**src/rtl/pipe_drain_buf_pkg.sv**
```systemverilog
// Shared constants and helpers for the pipe_drain_buf slice.
// COEF_W is the width of one Kyber coefficient and is the default data width.
// ptr_w() gives the index width for a storage array of a given depth and
// never returns less than one bit.
package pipe_drain_buf_pkg;

  localparam int unsigned COEF_W    = 12;
  localparam int unsigned MAX_DEPTH = 64;

  function automatic int unsigned ptr_w(input int unsigned depth);
    return (depth > 1) ? $clog2(depth) : 1;
  endfunction

endpackage

```
**src/rtl/pipe_drain_buf_if.sv**
```systemverilog
// Handshake bundle between the upstream pipeline, the drain buffer and the
// downstream consumer.
//   in_issue  : upstream launches one item into the pipeline this cycle
//   can_issue : launching is permitted this cycle
//   pipe_vld  : pipeline output valid
//   pipe_dat  : pipeline output data
//   out_vld   : buffered item available
//   out_dat   : head-of-queue data
//   out_rdy   : consumer accepts the head item
//   occ       : stored entry count
//   ovf       : sticky overflow flag
// The master modport is the environment (pipeline plus consumer).
// The slave modport is the buffer.
interface pipe_drain_buf_if
  import pipe_drain_buf_pkg::*;
#(
  parameter int unsigned W     = COEF_W,
  parameter int unsigned DEPTH = 8
);

  localparam int unsigned CW = $clog2(DEPTH + 1);

  logic          in_issue;
  logic          can_issue;
  logic          pipe_vld;
  logic [W-1:0]  pipe_dat;
  logic          out_vld;
  logic [W-1:0]  out_dat;
  logic          out_rdy;
  logic [CW-1:0] occ;
  logic          ovf;

  modport master (
    output in_issue, pipe_vld, pipe_dat, out_rdy,
    input  can_issue, out_vld, out_dat, occ, ovf
  );

  modport slave (
    input  in_issue, pipe_vld, pipe_dat, out_rdy,
    output can_issue, out_vld, out_dat, occ, ovf
  );

endinterface

```
**src/rtl/pipe_drain_mem.sv**
```systemverilog
// DEPTH x W storage for the drain buffer.
// The block has one write port at the tail pointer and an asynchronous read
// of the head pointer. Both pointers are registered and wrap from DEPTH-1 to
// 0, so DEPTH does not have to be a power of two. The array itself is not
// reset.
//   clk    : clock, rising edge
//   rst    : synchronous active-low reset; clears both pointers
//   wr_en  : write wr_dat at the tail and advance the tail
//   wr_dat : write data
//   rd_en  : advance the head
//   rd_dat : entry at the head, combinational
module pipe_drain_mem
  import pipe_drain_buf_pkg::*;
#(
  parameter int unsigned W     = COEF_W,
  parameter int unsigned DEPTH = 8
) (
  input  logic         clk,
  input  logic         rst,
  input  logic         wr_en,
  input  logic [W-1:0] wr_dat,
  input  logic         rd_en,
  output logic [W-1:0] rd_dat
);

  localparam int unsigned   PW   = ptr_w(DEPTH);
  localparam logic [PW-1:0] LAST = PW'(DEPTH - 1);

  logic [W-1:0]  mem [DEPTH];
  logic [PW-1:0] wr_ptr;
  logic [PW-1:0] rd_ptr;

  function automatic logic [PW-1:0] bump(input logic [PW-1:0] p);
    return (p == LAST) ? '0 : p + 1'b1;
  endfunction

  always_ff @(posedge clk) begin
    if (wr_en) mem[wr_ptr] <= wr_dat;
  end

  always_ff @(posedge clk) begin
    if (!rst) begin
      wr_ptr <= '0;
      rd_ptr <= '0;
    end else begin
      if (wr_en) wr_ptr <= bump(wr_ptr);
      if (rd_en) rd_ptr <= bump(rd_ptr);
    end
  end

  assign rd_dat = mem[rd_ptr];

endmodule

```
**src/rtl/pipe_drain_buf.sv**
```systemverilog
// Credit-based drain buffer behind a fixed-latency, non-stallable pipeline.
// A reservation counter counts stored plus in-flight items. Launches are
// only permitted while that count is below DEPTH, so every permitted item
// has a slot when it leaves the pipeline. The queue is first-word-fall-
// through and has no bypass. out_dat reads zero while the queue is empty.
//   clk : clock, rising edge
//   rst : synchronous active-low reset
//   bus : pipe_drain_buf_if slave modport
//         (in_issue/can_issue, pipe_vld/pipe_dat, out_vld/out_dat/out_rdy,
//          occ, ovf)
// K documents the upstream latency. The credit scheme does not need its
// value.
module pipe_drain_buf
  import pipe_drain_buf_pkg::*;
#(
  parameter int unsigned W     = COEF_W,
  parameter int unsigned K     = 3,
  parameter int unsigned DEPTH = 8
) (
  input logic              clk,
  input logic              rst,
  pipe_drain_buf_if.slave  bus
);

  localparam int unsigned   CW   = $clog2(DEPTH + 1);
  localparam logic [CW-1:0] FULL = CW'(DEPTH);

  if (DEPTH < 1 || DEPTH > MAX_DEPTH) begin : g_bad_depth
    $error("pipe_drain_buf: DEPTH must be in 1..64");
  end
  if (K < 1) begin : g_bad_k
    $error("pipe_drain_buf: K must be at least 1");
  end

  logic [CW-1:0] res;
  logic [CW-1:0] occ_q;
  logic          ovf_q;
  logic          launch;
  logic          pop;
  logic          full;
  logic          push;
  logic          vld;
  logic [W-1:0]  head;

  always_comb begin
    vld    = (occ_q != '0);
    full   = (occ_q == FULL);
    launch = bus.in_issue && (res < FULL);
    pop    = vld && bus.out_rdy;
    // A pop in the same cycle frees the slot, so a push at full is allowed.
    push   = bus.pipe_vld && (!full || pop);
  end

  always_ff @(posedge clk) begin
    if (!rst) begin
      res   <= '0;
      occ_q <= '0;
      ovf_q <= 1'b0;
    end else begin
      // Do not decrement below zero. Items that were launched before a reset
      // can still arrive and be popped after the counter has been cleared.
      if (launch && !pop)
        res <= res + 1'b1;
      else if (!launch && pop && res != '0)
        res <= res - 1'b1;

      if (push && !pop)
        occ_q <= occ_q + 1'b1;
      else if (pop && !push)
        occ_q <= occ_q - 1'b1;

      if (bus.pipe_vld && full && !pop)
        ovf_q <= 1'b1;
    end
  end

  pipe_drain_mem #(
    .W     (W),
    .DEPTH (DEPTH)
  ) u_mem (
    .clk    (clk),
    .rst    (rst),
    .wr_en  (push),
    .wr_dat (bus.pipe_dat),
    .rd_en  (pop),
    .rd_dat (head)
  );

  assign bus.can_issue = (res < FULL);
  assign bus.out_vld   = vld;
  assign bus.out_dat   = vld ? head : '0;
  assign bus.occ       = occ_q;
  assign bus.ovf       = ovf_q;

endmodule

```
**src/flat_wrapper.sv**
```systemverilog
// flat-port wrapper written by rule: the top's interface ports become plain ports
module pipe_drain_buf_flat import pipe_drain_buf_pkg::*;
#(
  parameter int unsigned W     = COEF_W,
  parameter int unsigned K     = 3,
  parameter int unsigned DEPTH = 8
)
  (clk, rst, bus_in_issue, bus_pipe_vld, bus_pipe_dat, bus_out_rdy, bus_can_issue, bus_out_vld, bus_out_dat, bus_occ, bus_ovf);
  pipe_drain_buf_if #(.W(W), .DEPTH(DEPTH)) bus_i ();
  input logic clk;
  input logic rst;
  input wire logic [$bits(bus_i.in_issue)-1:0] bus_in_issue;
  input wire logic [$bits(bus_i.pipe_vld)-1:0] bus_pipe_vld;
  input wire logic [$bits(bus_i.pipe_dat)-1:0] bus_pipe_dat;
  input wire logic [$bits(bus_i.out_rdy)-1:0] bus_out_rdy;
  output wire logic [$bits(bus_i.can_issue)-1:0] bus_can_issue;
  output wire logic [$bits(bus_i.out_vld)-1:0] bus_out_vld;
  output wire logic [$bits(bus_i.out_dat)-1:0] bus_out_dat;
  output wire logic [$bits(bus_i.occ)-1:0] bus_occ;
  output wire logic [$bits(bus_i.ovf)-1:0] bus_ovf;
  assign bus_i.in_issue = bus_in_issue;
  assign bus_i.pipe_vld = bus_pipe_vld;
  assign bus_i.pipe_dat = bus_pipe_dat;
  assign bus_i.out_rdy = bus_out_rdy;
  assign bus_can_issue = bus_i.can_issue;
  assign bus_out_vld = bus_i.out_vld;
  assign bus_out_dat = bus_i.out_dat;
  assign bus_occ = bus_i.occ;
  assign bus_ovf = bus_i.ovf;
  pipe_drain_buf #(.W(W), .K(K), .DEPTH(DEPTH)) u_core (.clk(clk), .rst(rst), .bus(bus_i));
endmodule
```
**config.mk**
```make
export PLATFORM = sky130hd
export DESIGN_NAME = pipe_drain_buf_flat
export DESIGN_NICKNAME = d
export VERILOG_FILES = /design/src/rtl/pipe_drain_buf_pkg.sv /design/src/rtl/pipe_drain_buf_if.sv /design/src/rtl/pipe_drain_mem.sv /design/src/rtl/pipe_drain_buf.sv /design/src/flat_wrapper.sv
export SDC_FILE = /design/constraint.sdc
export NUM_CORES = 1
export LEC_CHECK = 0
export CORE_ASPECT_RATIO = 1.75
export CORE_MARGIN = 3
export CORE_UTILIZATION = 43
export CTS_BUF_LIST = sky130_fd_sc_hd__clkbuf_4 sky130_fd_sc_hd__clkbuf_8 sky130_fd_sc_hd__clkbuf_16
export DETAILED_ROUTE_END_ITERATION = 8
export GPL_ROUTABILITY_DRIVEN = 0
export GPL_TIMING_DRIVEN = 0
export PLACE_DENSITY_LB_ADDON = 0.25
export SETUP_SLACK_MARGIN = 0.1
export SKIP_LAST_GASP = 1
export SYNTH_ARGS = -nofsm -noshare
export SYNTH_HDL_FRONTEND = slang
export SYNTH_SLANG_ARGS = --single-unit
```
**constraint.sdc**
```tcl
create_clock -name clk -period 5.3 [get_ports clk]
set_clock_uncertainty 0.05 [all_clocks]
set_input_delay 1.06 -clock clk [delete_from_list [all_inputs] [get_ports clk]]
set_output_delay 1.06 -clock clk [all_outputs]
set_load 0.01 [all_outputs]
```
==> metrics <==
Pwr Density=517 mW/mm^2; largest cells by area after synthesis=edfxtp_1 63%, mux4_2 12%, dfxtp_1 7.8%, mux2i_1 3.3%, ha_1 2.4%; final wirelength=8940 um; count of input and output buffers=35; Synth Area in Compound Gates=2.77%; total gr overflow=0; CP required=approximately 4.2 ns; result of the run=finished, final reports clean; flops & latches, synth=114; vias in the first global route=2745; largest net degree at the start of global routing=17; final core utilization=56.1%; leading area contributor after synthesis=edfxtp_1; total negative slack=0 ns; Worst R2R Start=u_core.bus.occ[0]; layout cells sized above 1=22.0%; CTS root buf=clkbuf_16; via count=2501; simple-gate area share of the yosys netlist=6.20%; GR Util All Layers=16.5%; overall power=3.01 mW; # resized after CTS=0; Worst EP arrival=3.00 ns; YS warnings=0; reg2reg setup slack=2.47 ns; Layout Cells excl Fill=463; Critical Path Fanout Max=10; Max Clk Rate=243 MHz; placed cell area=0.00519 sq mm; Core Region=0.0104 sq mm; Netlist cell types=35; DP Cell Count=approximately 430; DRC=0; Slew Limit Fails=0; H-tree levels=4; Routed wire per std cell=a little under 20 um; clock sinks=114; clk slew on worst S/H paths=0.05 ns; fin crit share=approximately 78%; # IOs=36; postcts setup bufs=0; FILL cells=805; unrepaired setup endpoints after global routing=false; via/cell ratio=5.40; worst vdd ir=0.269 mV; type of the most critical hold path=reg -> reg; Die Wd=between 80 and 90 um; Worst-Margin Slew=1.31 ns; Most used DFF post-synth=edfxtp_1; dpl hpwl=5850 um; Avg Cell Area, Syn=17.4 sq um; Post-synth ARST share=0%; CP endpoint kind=output pin; post-synthesis mux area share=15.0%; largest family of logic cells by synthesized area=multiplexers; critical path type=reg -> out; Die Ht=between 100 and 150 um; drt initial violations=146; initial core utilization=~44%; post-synthesis adder-cell area fraction=roughly 3.3%; Post-layout nets=roughly 350; n_diodes=0; CTS tree=done; Detail Route Antenna Nets=0; Clock Path Buffers=2; Synth Cell Area=0.00460 sq mm; critical path capture point=bus_out_dat[2]; Finish-stage setup viols=0; Syn-to-layout area delta=26.3%; reg-to-reg endpoint=u_core.bus.occ[3]; Rel. slew slack=12.3%; Hold Vio Cnt, Final=0; cts hold-fix bufs=0; area share of the largest cell type after synthesis=62.6%; final worst path period need=4.11 ns; reg2reg path depth=11; # Max-Cap Violations=0; Final Cell Area=0.00581 sq mm; Synth Area in XOR/XNOR=0.571%; Cells after Synth=265; worst skew pair latency=around 0.40 ns; initial antenna violation count=0; startpoint types=register; Mapped Nets=293; worst setup path startpoint=u_core.bus.occ[0]; LEAKAGE=slightly below 2 nW; post-synthesis sequential area ratio=70.5%; total CTS buffers=17; global-route wire length before repair=14400 um; die area=about 0.012 sq mm; number of core rows=slightly below 50; EDFF count, synth=96; DRT Pass-1 Iters=4
==> metal layers <==
metal	GRT usage (%)	wire (um)	vias to the layer above
met5	0	0	-
met4	6.36	191	0
met3	5.14	363	15
met2	30.0	5000	60
met1	17.6	3390	1269
li1	-	-	1157
==> report_power, final <==
part           internal, mW  switching [mW]
sequential             1.04          0.0468
combinational         0.370           0.350
clock                 0.827           0.375
==> cells in the final DEF (no fill, tap or decap), types with 5 or more instances in the layout <==
master | Yosys | final
clkdlybuf4s50_1 | 0 | 35
edfxtp_1 | 96 | 96
dfxtp_1 | 18 | 18
bufinv_16 | 0 | 5
mux4_2 | 24 | 24
clkbuf_16 | 0 | 17
nand2_1 | 14 | 14
clkinv_2 | 0 | 6
nor2_1 | 23 | 23
ha_1 | 9 | 9
a21oi_1 | 10 | 10
mux2i_1 | 15 | 15
inv_1 | 5 | 5
==> critical path, stage by stage (launching register included) <==
cell,delay [ns]
dfxtp_1,0.39
nor4_1,0.91
clkbuf_1,0.61
nor2_1,0.16
clkdlybuf4s50_1,0.52
==> state kept, by name, summed over array words and instances (netlist names), named ones only <==
name / flops
u_core.bus.occ: 4
u_core.bus.ovf: 1
u_core.res: 4
u_core.u_mem.mem: 96
u_core.u_mem.rd_ptr: 3
u_core.u_mem.wr_ptr: 3
==> synth_stat cells (all sizes together), types with 2 or more instances <==
master	number
clkbuf	3
a21oi	10
nand2	14
nand2b	3
xnor2	2
nand3	3
inv	6
nor3	6
a31oi	3
o21ai	2
a211oi	2
nor4	3
nor2	23
buf	8
mux4	24
ha	9
edfxtp	96
dfxtp	18
or3	3
fa	2
mux2i	15
==> metrics by stage <==
stage,setup slack (ns),hold WS [ns]
2_1_floorplan,2.17,0.405
3_3_place_gp,0.493,0.413
3_5_place_dp,1.48,0.419
4_1_cts,1.14,0.440
5_1_grt,0.990,0.460
6_report,1.19,0.436
==> cell type report <==
type / count / area [sq um] / area share [%]
flip-flops and latches: 114 / 3240 / 55.8
multi-input cells: 134 / 1310 / 22.5
clock buffers: 18 / 433 / 7.45
repair buffers: 40 / 403 / 6.93
clock inverters: 13 / 191 / 3.29
well taps: 127 / 159 / 2.73
plain buffers: 11 / 53.8 / 0.925
inverters: 6 / 22.5 / 0.387
==> logic make-up after synthesis <==
group | after synthesis
flip-flops | 114
buffers and inverters | 17
adder cells (fa/ha/maj) | 11
multiplexers | 39
XOR/XNOR | 3
AND/OR/NAND/NOR | 61
AO/OA/AOI/OAI | 20
==> worst min path at each step <==
| stage | cells after the start | slack (ns) | from | endpoint |
|---|---|---|---|---|
| floorplan | 2 | 0.40 | u_core.u_mem.rd_ptr[2] | register |
| global placement | 2 | 0.41 | u_core.bus.ovf | u_core.bus.ovf |
| detailed placement | 2 | 0.42 | u_core.bus.ovf | u_core.bus.ovf |
| CTS | 2 | 0.44 | u_core.bus.ovf | u_core.bus.ovf |
| global route | 2 | 0.46 | u_core.bus.ovf | u_core.bus.ovf |
| finish | 2 | 0.44 | u_core.bus.ovf | u_core.bus.ovf |
Power figures use the tool's default switching activity.
